## src/rtl/mycpu_ctrl_pkg.sv

```systemverilog
// Shared types and constants for the multi-cycle CPU control FSM.
// Holds the state encoding, the decoded instruction class and the
// priority decoder that maps the raw class flags onto a single class.
package mycpu_ctrl_pkg;

  // Default width of the optional performance counters.
  localparam int unsigned PERF_W_DEFAULT = 32;

  // FSM state encoding; the numeric values are visible on the state port.
  typedef enum logic [2:0] {
    IDLE   = 3'd0,
    FETCH  = 3'd1,
    DECODE = 3'd2,
    EXEC   = 3'd3,
    MEM    = 3'd4,
    WB     = 3'd5
  } state_e;

  // Instruction class captured in DECODE and held until the next DECODE.
  typedef enum logic [2:0] {
    CLS_NONE   = 3'd0,
    CLS_ALU    = 3'd1,
    CLS_LOAD   = 3'd2,
    CLS_STORE  = 3'd3,
    CLS_BRANCH = 3'd4
  } cls_e;

  // Resolve conflicting flags: branch wins over store, store over load,
  // load over a plain register write.
  function automatic cls_e decode_cls(input logic is_branch,
                                      input logic is_store,
                                      input logic is_load,
                                      input logic reg_write);
    if (is_branch)      return CLS_BRANCH;
    else if (is_store)  return CLS_STORE;
    else if (is_load)   return CLS_LOAD;
    else if (reg_write) return CLS_ALU;
    else                return CLS_NONE;
  endfunction

endpackage

```

## src/rtl/mycpu_perf_cnt.sv

```systemverilog
// Free-running event counter with enable; wraps modulo 2^W.
// Only instantiated when MYCPU_CTRL_PERF_EN is defined.
module mycpu_perf_cnt
  import mycpu_ctrl_pkg::*;
#(
  parameter int unsigned W = PERF_W_DEFAULT
) (
  input  logic         clk,
  input  logic         rst_n,
  input  logic         en,
  output logic [W-1:0] count
);

  // Count one event per enabled cycle; natural overflow gives the wrap.
  // NOTE: sequential state uses <= so every flop samples pre-edge values.
  always_ff @(posedge clk or negedge rst_n) begin
    if (!rst_n) begin
      count <= '0;
    end else if (en) begin
      count <= count + W'(1);
    end
  end

endmodule

```

## src/rtl/mycpu_ctrl_fsm.sv

```systemverilog
// Control FSM for a simple multi-cycle CPU:
//   IDLE -> FETCH -> DECODE -> EXEC -> [MEM] -> [WB] -> FETCH ...
// The instruction class is latched once in DECODE; later flag changes
// have no effect. Request strobes (inst_req, data_req, data_wr) decode
// from registered state only, so no ack reaches them combinationally.
// Optional performance counters are built when MYCPU_CTRL_PERF_EN is
// defined; without it the counter ports and logic are absent.
module mycpu_ctrl_fsm
  import mycpu_ctrl_pkg::*;
#(
  parameter int unsigned PERF_W = PERF_W_DEFAULT
) (
  input  logic              clk,
  input  logic              rst,
  // instruction fetch handshake
  output logic              inst_req,
  input  logic              inst_ack,
  // decoded instruction class
  input  logic              is_branch,
  input  logic              is_load,
  input  logic              is_store,
  input  logic              reg_write,
  input  logic              branch_taken,
  // data memory handshake
  output logic              data_req,
  output logic              data_wr,
  input  logic              data_ack,
  // datapath controls
  output logic              pc_en,
  output logic              pc_sel_branch,
  output logic              ir_en,
  output logic              rf_wen,
  output logic              wb_sel_mem,
  output logic              retire,
  output logic [2:0]        state
`ifdef MYCPU_CTRL_PERF_EN
  ,
  output logic [PERF_W-1:0] cycle_cnt,
  output logic [PERF_W-1:0] retire_cnt
`endif
);

  state_e state_q, state_d;
  cls_e   cls_q, cls_d;

  assign state = state_q;

  // State and latched instruction class; reset drops any pending request.
  always_ff @(posedge clk or negedge rst) begin
    if (!rst) begin
      state_q <= IDLE;
      cls_q   <= CLS_NONE;
    end else begin
      state_q <= state_d;
      cls_q   <= cls_d;
    end
  end

  // Next-state and per-state control outputs.
  always_comb begin
    // NOTE: every output gets a default first so no path infers a latch.
    state_d       = state_q;
    cls_d         = cls_q;
    inst_req      = 1'b0;
    ir_en         = 1'b0;
    data_req      = 1'b0;
    data_wr       = 1'b0;
    pc_en         = 1'b0;
    pc_sel_branch = 1'b0;
    rf_wen        = 1'b0;
    wb_sel_mem    = 1'b0;
    retire        = 1'b0;

    case (state_q)
      IDLE: begin
        state_d = FETCH;
      end

      FETCH: begin
        inst_req = 1'b1;
        if (inst_ack) begin
          ir_en   = 1'b1;
          state_d = DECODE;
        end
      end

      DECODE: begin
        cls_d   = decode_cls(is_branch, is_store, is_load, reg_write);
        state_d = EXEC;
      end

      EXEC: begin
        case (cls_q)
          CLS_BRANCH: begin
            pc_en         = 1'b1;
            pc_sel_branch = branch_taken;
            retire        = 1'b1;
            state_d       = FETCH;
          end
          CLS_LOAD, CLS_STORE: begin
            state_d = MEM;
          end
          CLS_ALU: begin
            state_d = WB;
          end
          default: begin
            // No class flag: behaves as a no-op that still advances the PC.
            pc_en   = 1'b1;
            retire  = 1'b1;
            state_d = FETCH;
          end
        endcase
      end

      MEM: begin
        data_req = 1'b1;
        data_wr  = (cls_q == CLS_STORE);
        if (data_ack) begin
          if (cls_q == CLS_STORE) begin
            pc_en   = 1'b1;
            retire  = 1'b1;
            state_d = FETCH;
          end else begin
            state_d = WB;
          end
        end
      end

      WB: begin
        rf_wen     = 1'b1;
        wb_sel_mem = (cls_q == CLS_LOAD);
        pc_en      = 1'b1;
        retire     = 1'b1;
        state_d    = FETCH;
      end

      default: begin
        state_d = IDLE;
      end
    endcase
  end

`ifdef MYCPU_CTRL_PERF_EN
  logic busy;
  assign busy = (state_q != IDLE);

  mycpu_perf_cnt #(.W(PERF_W)) u_cycle_cnt (
    .clk   (clk),
    .rst_n (rst),
    .en    (busy),
    .count (cycle_cnt)
  );

  mycpu_perf_cnt #(.W(PERF_W)) u_retire_cnt (
    .clk   (clk),
    .rst_n (rst),
    .en    (retire),
    .count (retire_cnt)
  );
`else
  // Counters are not built in this configuration.
`endif

endmodule
```

## config.mk

```make
export PLATFORM = sky130hd
export DESIGN_NAME = mycpu_ctrl_fsm
export DESIGN_NICKNAME = d
export VERILOG_FILES = /design/src/rtl/mycpu_ctrl_pkg.sv /design/src/rtl/mycpu_perf_cnt.sv /design/src/rtl/mycpu_ctrl_fsm.sv
export SDC_FILE = /design/constraint.sdc
export NUM_CORES = 1
export LEC_CHECK = 0
export ABC_AREA = 1
export CELL_PAD_IN_SITES_DETAIL_PLACEMENT = 2
export CELL_PAD_IN_SITES_GLOBAL_PLACEMENT = 2
export CORE_MARGIN = 3
export CORE_UTILIZATION = 18
export CTS_CLUSTER_DIAMETER = 60
export CTS_CLUSTER_SIZE = 25
export DETAILED_ROUTE_END_ITERATION = 16
export GPL_TIMING_DRIVEN = 0
export PLACE_DENSITY_LB_ADDON = 0.1
export SETUP_SLACK_MARGIN = 0.15
export SYNTH_ARGS = -nofsm -noshare
export SYNTH_HDL_FRONTEND = slang
export SYNTH_SLANG_ARGS = --single-unit
```

## constraint.sdc

```tcl
create_clock -name clk -period 1.42 [get_ports clk]
set_input_delay 0.213 -clock clk [delete_from_list [all_inputs] [get_ports clk]]
set_output_delay 0.213 -clock clk [all_outputs]
set_load 0.02 [all_outputs]
```

# Word-level counts from Yosys, hierarchy flattened
# Cells that the tools add are included.
# Widths: inputs -> output; s select.
[totals]
reg_bits = 6
inputBits = 9
[classes]
eq_ne = 11
muxes = 22
n_reduce_logical = 5
[op_table]
columns = ["operator", "n"]
rows = [
  ["$pmux 3 s5", 1],
  ["$mux 1", 13],
  ["$eq 3x2->1 const B", 4],
  ["$mux 3", 4],
  ["$eq 3x3->1 const B", 3],
  ["$eq 3x1->1 const B", 2],
  ["$pmux 3 s2", 1],
  ["$mux 2", 2],
  ["$ne 2x2->1 const B", 2],
  ["$reduce_or 2->1", 2],
  ["$logic_not 3->1", 1],
  ["$pmux 1 s3", 1],
  ["$reduce_or 3->1", 1],
  ["$reduce_and 2->1", 1],
]

# Depth between registers and ports, before layout
[logic_depth]
ltp_word = 4
mapped_depth = 7
mapped_depth_nobuf = 7

# Least setup slack after synthesis
# Ideal clock, no wire load.
[synth_path]
path_kind = "register -> output"
start = "register state_q[1], in the netlist state[1]"
end = "output port retire"
arrival_time_ns = 1.680
required_ns = 1.207
slack_ns = -0.473
stages_incl_launch_ff = 7
cell_sequence = "dfrtp_1 inv_2 nand2_2 nor3_1 nand2_1 nand2_1 buf_4"
[synth_between]
elab_chain_cells = 2
elab_cells_between_ends = 4
classes_between = "eq/ne: 3; mux: 1"
[synth_lines]
columns = ["item", "line_no", "text"]
rows = [
  ["start, declared", "mycpu_ctrl_fsm.sv:43", "state_e state_q, state_d;"],
  ["start signal, assigned", "mycpu_ctrl_fsm.sv:54", "state_q <= state_d;"],
  ["$eq 3x3->1 / $eq 3x2->1 (equally long branches)", "n/a", ""],
  ["$pmux 1 s3 *", "n/a", ""],
  ["end, declared", "mycpu_ctrl_fsm.sv:34", "output logic retire,"],
]
# Mark *: on every way between the ends. The rest lies on a longest branch, timed or not.

# Worst setup path after layout
[layout_path]
start = "register state_q[0], in the netlist state[0]"
end = "output port retire"
[layout_between]
elab_chain_cells = 2
elab_cells_between_ends = 4
classes_between = "eq/ne: 3; mux: 1"
[layout_lines]
columns = ["item", "line_no", "text"]
rows = [
  ["$eq 3x3->1 / $eq 3x2->1 (equally long branches)", "mycpu_ctrl_fsm.sv:74", "case (state_q)"],
  ["$pmux 1 s3 *", "mycpu_ctrl_fsm.sv:74", ""],
]
# Marks and branches as above.

==> impl_metrics.tcl <==
set metrics [dict create \
    worstSkewPairLatency_ns 0.25 \
    place_hpwl_um 1073 \
    place_inst 109 \
    r2r-start "state[1]$_DFFE_PN0P_" \
    busiest_layer "met2" \
    synthMuxAreaShare_pct 0 \
    grt_pass1_wl_um 2532 \
    cp.required_ns 1.21 \
    final_common_cell "buf_6" \
    synth-xor-area-share_pct 0 \
    drive_above_1_share_pct 67.65 \
    cts_max_level 1 \
    avgSynthCellArea_um2 6.559 \
    cts.path.max_buffers 2 \
    fin_cells 129 \
    cts_tree "built" \
    violations "setup timing" \
    ys_seq_area_share_pct 36.92 \
    clk_pin_slew_ns 0.05 \
    cts_buffers 3 \
    cp-end-kind "primary output" \
    wl_per_cell_um 13.26 \
    hold_slack_ns 0.1925 \
    rows 16 \
    dr.first_iter.drc_count 6 \
    drc 0 \
    ant_nets 0 \
    drv_slew 0 \
    antenna_cells 0 \
    synth_compound_area_share_pct 8.308 \
    worst_pin_slew_ns 0.2635 \
    use_met3_pct 1.939 \
    worst_slack_ns -0.1775 \
    cp.arrival_ns 1.38 \
    final_core_util_pct 46.51 \
    placed_area_um2 671.9 \
    period_minus_slack_ns 1.598 \
    portBuffers 20 \
    worst_hold_path_type "in2async" \
    rsz0062_at_grt "yes" \
    io_pins 21 \
    vdd_ir_drop_max_uv 992.2 \
    crit_end "retire" \
    setup_viol 7 \
    vias 562 \
    cts_hold_buf 0 \
    fin_crit_sh_pct 112.5 \
    synth_fa_ha_area_share_pct 0 \
    die_y_um 53.53 \
    fmax_ghz 0.6260 \
    p_leak_nw 0.4446 \
    grt_use_met1_pct 14.86 \
    reg2reg_to "state[2]$_DFFE_PN0P_" \
    finalInstanceArea_um2 949.7 \
    cts.sinks 6 \
    worstSetupStartpoint "state[0]$_DFFE_PN0P_" \
    synth-simple-area-share_pct 43.69 \
    syn_to_final_growth_pct 133.5 \
    path_class "reg2out" \
    fin_skew_ns 0.007475 \
    rrSetupSlack_ns 0.11 \
    drv_cap 0 \
    via_per_inst 4.357 \
    initial_core_util_pct 19.91 \
    status "complete, but fails checks" \
    drt-total-wl_um 1711 \
    hold_viol 0 \
    grt_pass1_vias 568 \
    cts_root_buf "clkbuf_4" \
    dieArea_um2 2865 \
    yosys_warnings 0 \
    die_w_um 53.53 \
    dr.pass1.iters 4 \
    synth_area_um2 406.6 \
    critPathMaxFanout 5 \
    synth_top_family_by_area "simple AND/OR/NAND/NOR gates" \
    synth_top_area_share_pct 36.92 \
    layout_common_cells "buf_6 (13), nand2_1 (12), buf_4 (11), clkdlybuf4s50_1 (8), inv_2 (6)" \
    antenna_found_initial 0 \
    use_met2_pct 21.63 \
    synthCells 62 \
    ys_ff_latch 6 \
    overflow 0 \
    fin_nets 112 \
    synth_top_area_cell "dfrtp_1" \
    grt_usage_pct 12.51 \
    gp_congestion 0.6790 \
    syn_nets 71 \
    p_per_area_nw_per_um2 2141 \
    r2r_cells 9 \
    crit_path_start_kind "register" \
    maxSlewHeadroom_pct 82.38 \
    synth.distinct_cells 16 \
    grt_max_degree 8 \
    core_um2 2042 \
    total_power_mw 2.033 \
    netlist_top_cells_area "dfrtp_1 (37%), nand2_1 (17%), nor2_1 (8.3%)" \
]
## sequential cells by signal (all words and copies together), names as in the netlist
| signal | count |
|---|---|
| cls_q | 3 |
| state | 3 |
## layer usage
metal	wire length, um	up-vias
met2	944	15
met5	0	-
met1	688	272
met3	69	2
li1	-	273
met4	8	0
## layout make-up
| cell class | instances | area, um2 |
|---|---|---|
| buffer | 1 | 11.26 |
| multi-input combinational | 45 | 335.3 |
| clock buffer | 4 | 26.28 |
| inverter | 10 | 42.54 |
| fill | 237 | 1092 |
| tap | 27 | 33.78 |
| sequential | 6 | 156.4 |
| timing repair buffer | 36 | 344.1 |
## cell families after synthesis
kind of cell	Yosys count
flops	6
compound gates	6
buf+inv	11
simple gates	39
## critical path: stages, from the launching register on
cell     delay (ns)
dfrtp_2        0.44
buf_12         0.15
nand3_4        0.07
nor2_1         0.06
nor2_2         0.12
nand2_2        0.07
buf_6          0.11
buf_6          0.12
## how the worst min path moves through the flow
stage	to	from	slack [ns]
3_5_place_dp	cls_q[1]$_DFFE_PN0P_	rst	0.48
3_3_place_gp	cls_q[1]$_DFFE_PN0P_	rst	0.48
2_1_floorplan	cls_q[0]$_DFFE_PN0P_	rst	-0.08
6_report	state[1]$_DFFE_PN0P_	rst	0.19
5_1_grt	state[1]$_DFFE_PN0P_	rst	0.19
4_1_cts	state[1]$_DFFE_PN0P_	rst	0.21
## synthesized netlist by cell type
cell type	n
o21ai_1	1
inv_1	5
inv_2	5
nand3_1	4
a21oi_1	3
nand3b_1	1
nand2_1	18
nor3_1	2
o21ai_2	1
nand3_2	2
dfrtp_1	6
o21ai_0	1
nand2_2	1
nor2_2	2
nor2_1	9
buf_4	1
## repair_timing
action	CTS	global route
pin swaps	7	4
gates resized for setup	73	24
buffers inserted	7	9
endpoints found under the setup margin	12	15
## per-stage QoR
stage,TNS (ns),setup slack (ns)
2_1_floorplan,-0.02248,-0.02248
3_3_place_gp,-2.401,-0.4380
3_5_place_dp,-2.608,-0.4569
4_1_cts,-0.4958,-0.1730
5_1_grt,-1.203,-0.2813
6_report,-0.5989,-0.1775
## power by group
group	switching, mW	total (mW)	internal [mW]
clock network	0.0739	0.181	0.107
logic	0.746	1.44	0.695
registers	0.148	0.411	0.263
total	0.969	2.03	1.06
No activity file was read; power rests on OpenSTA's default activity.
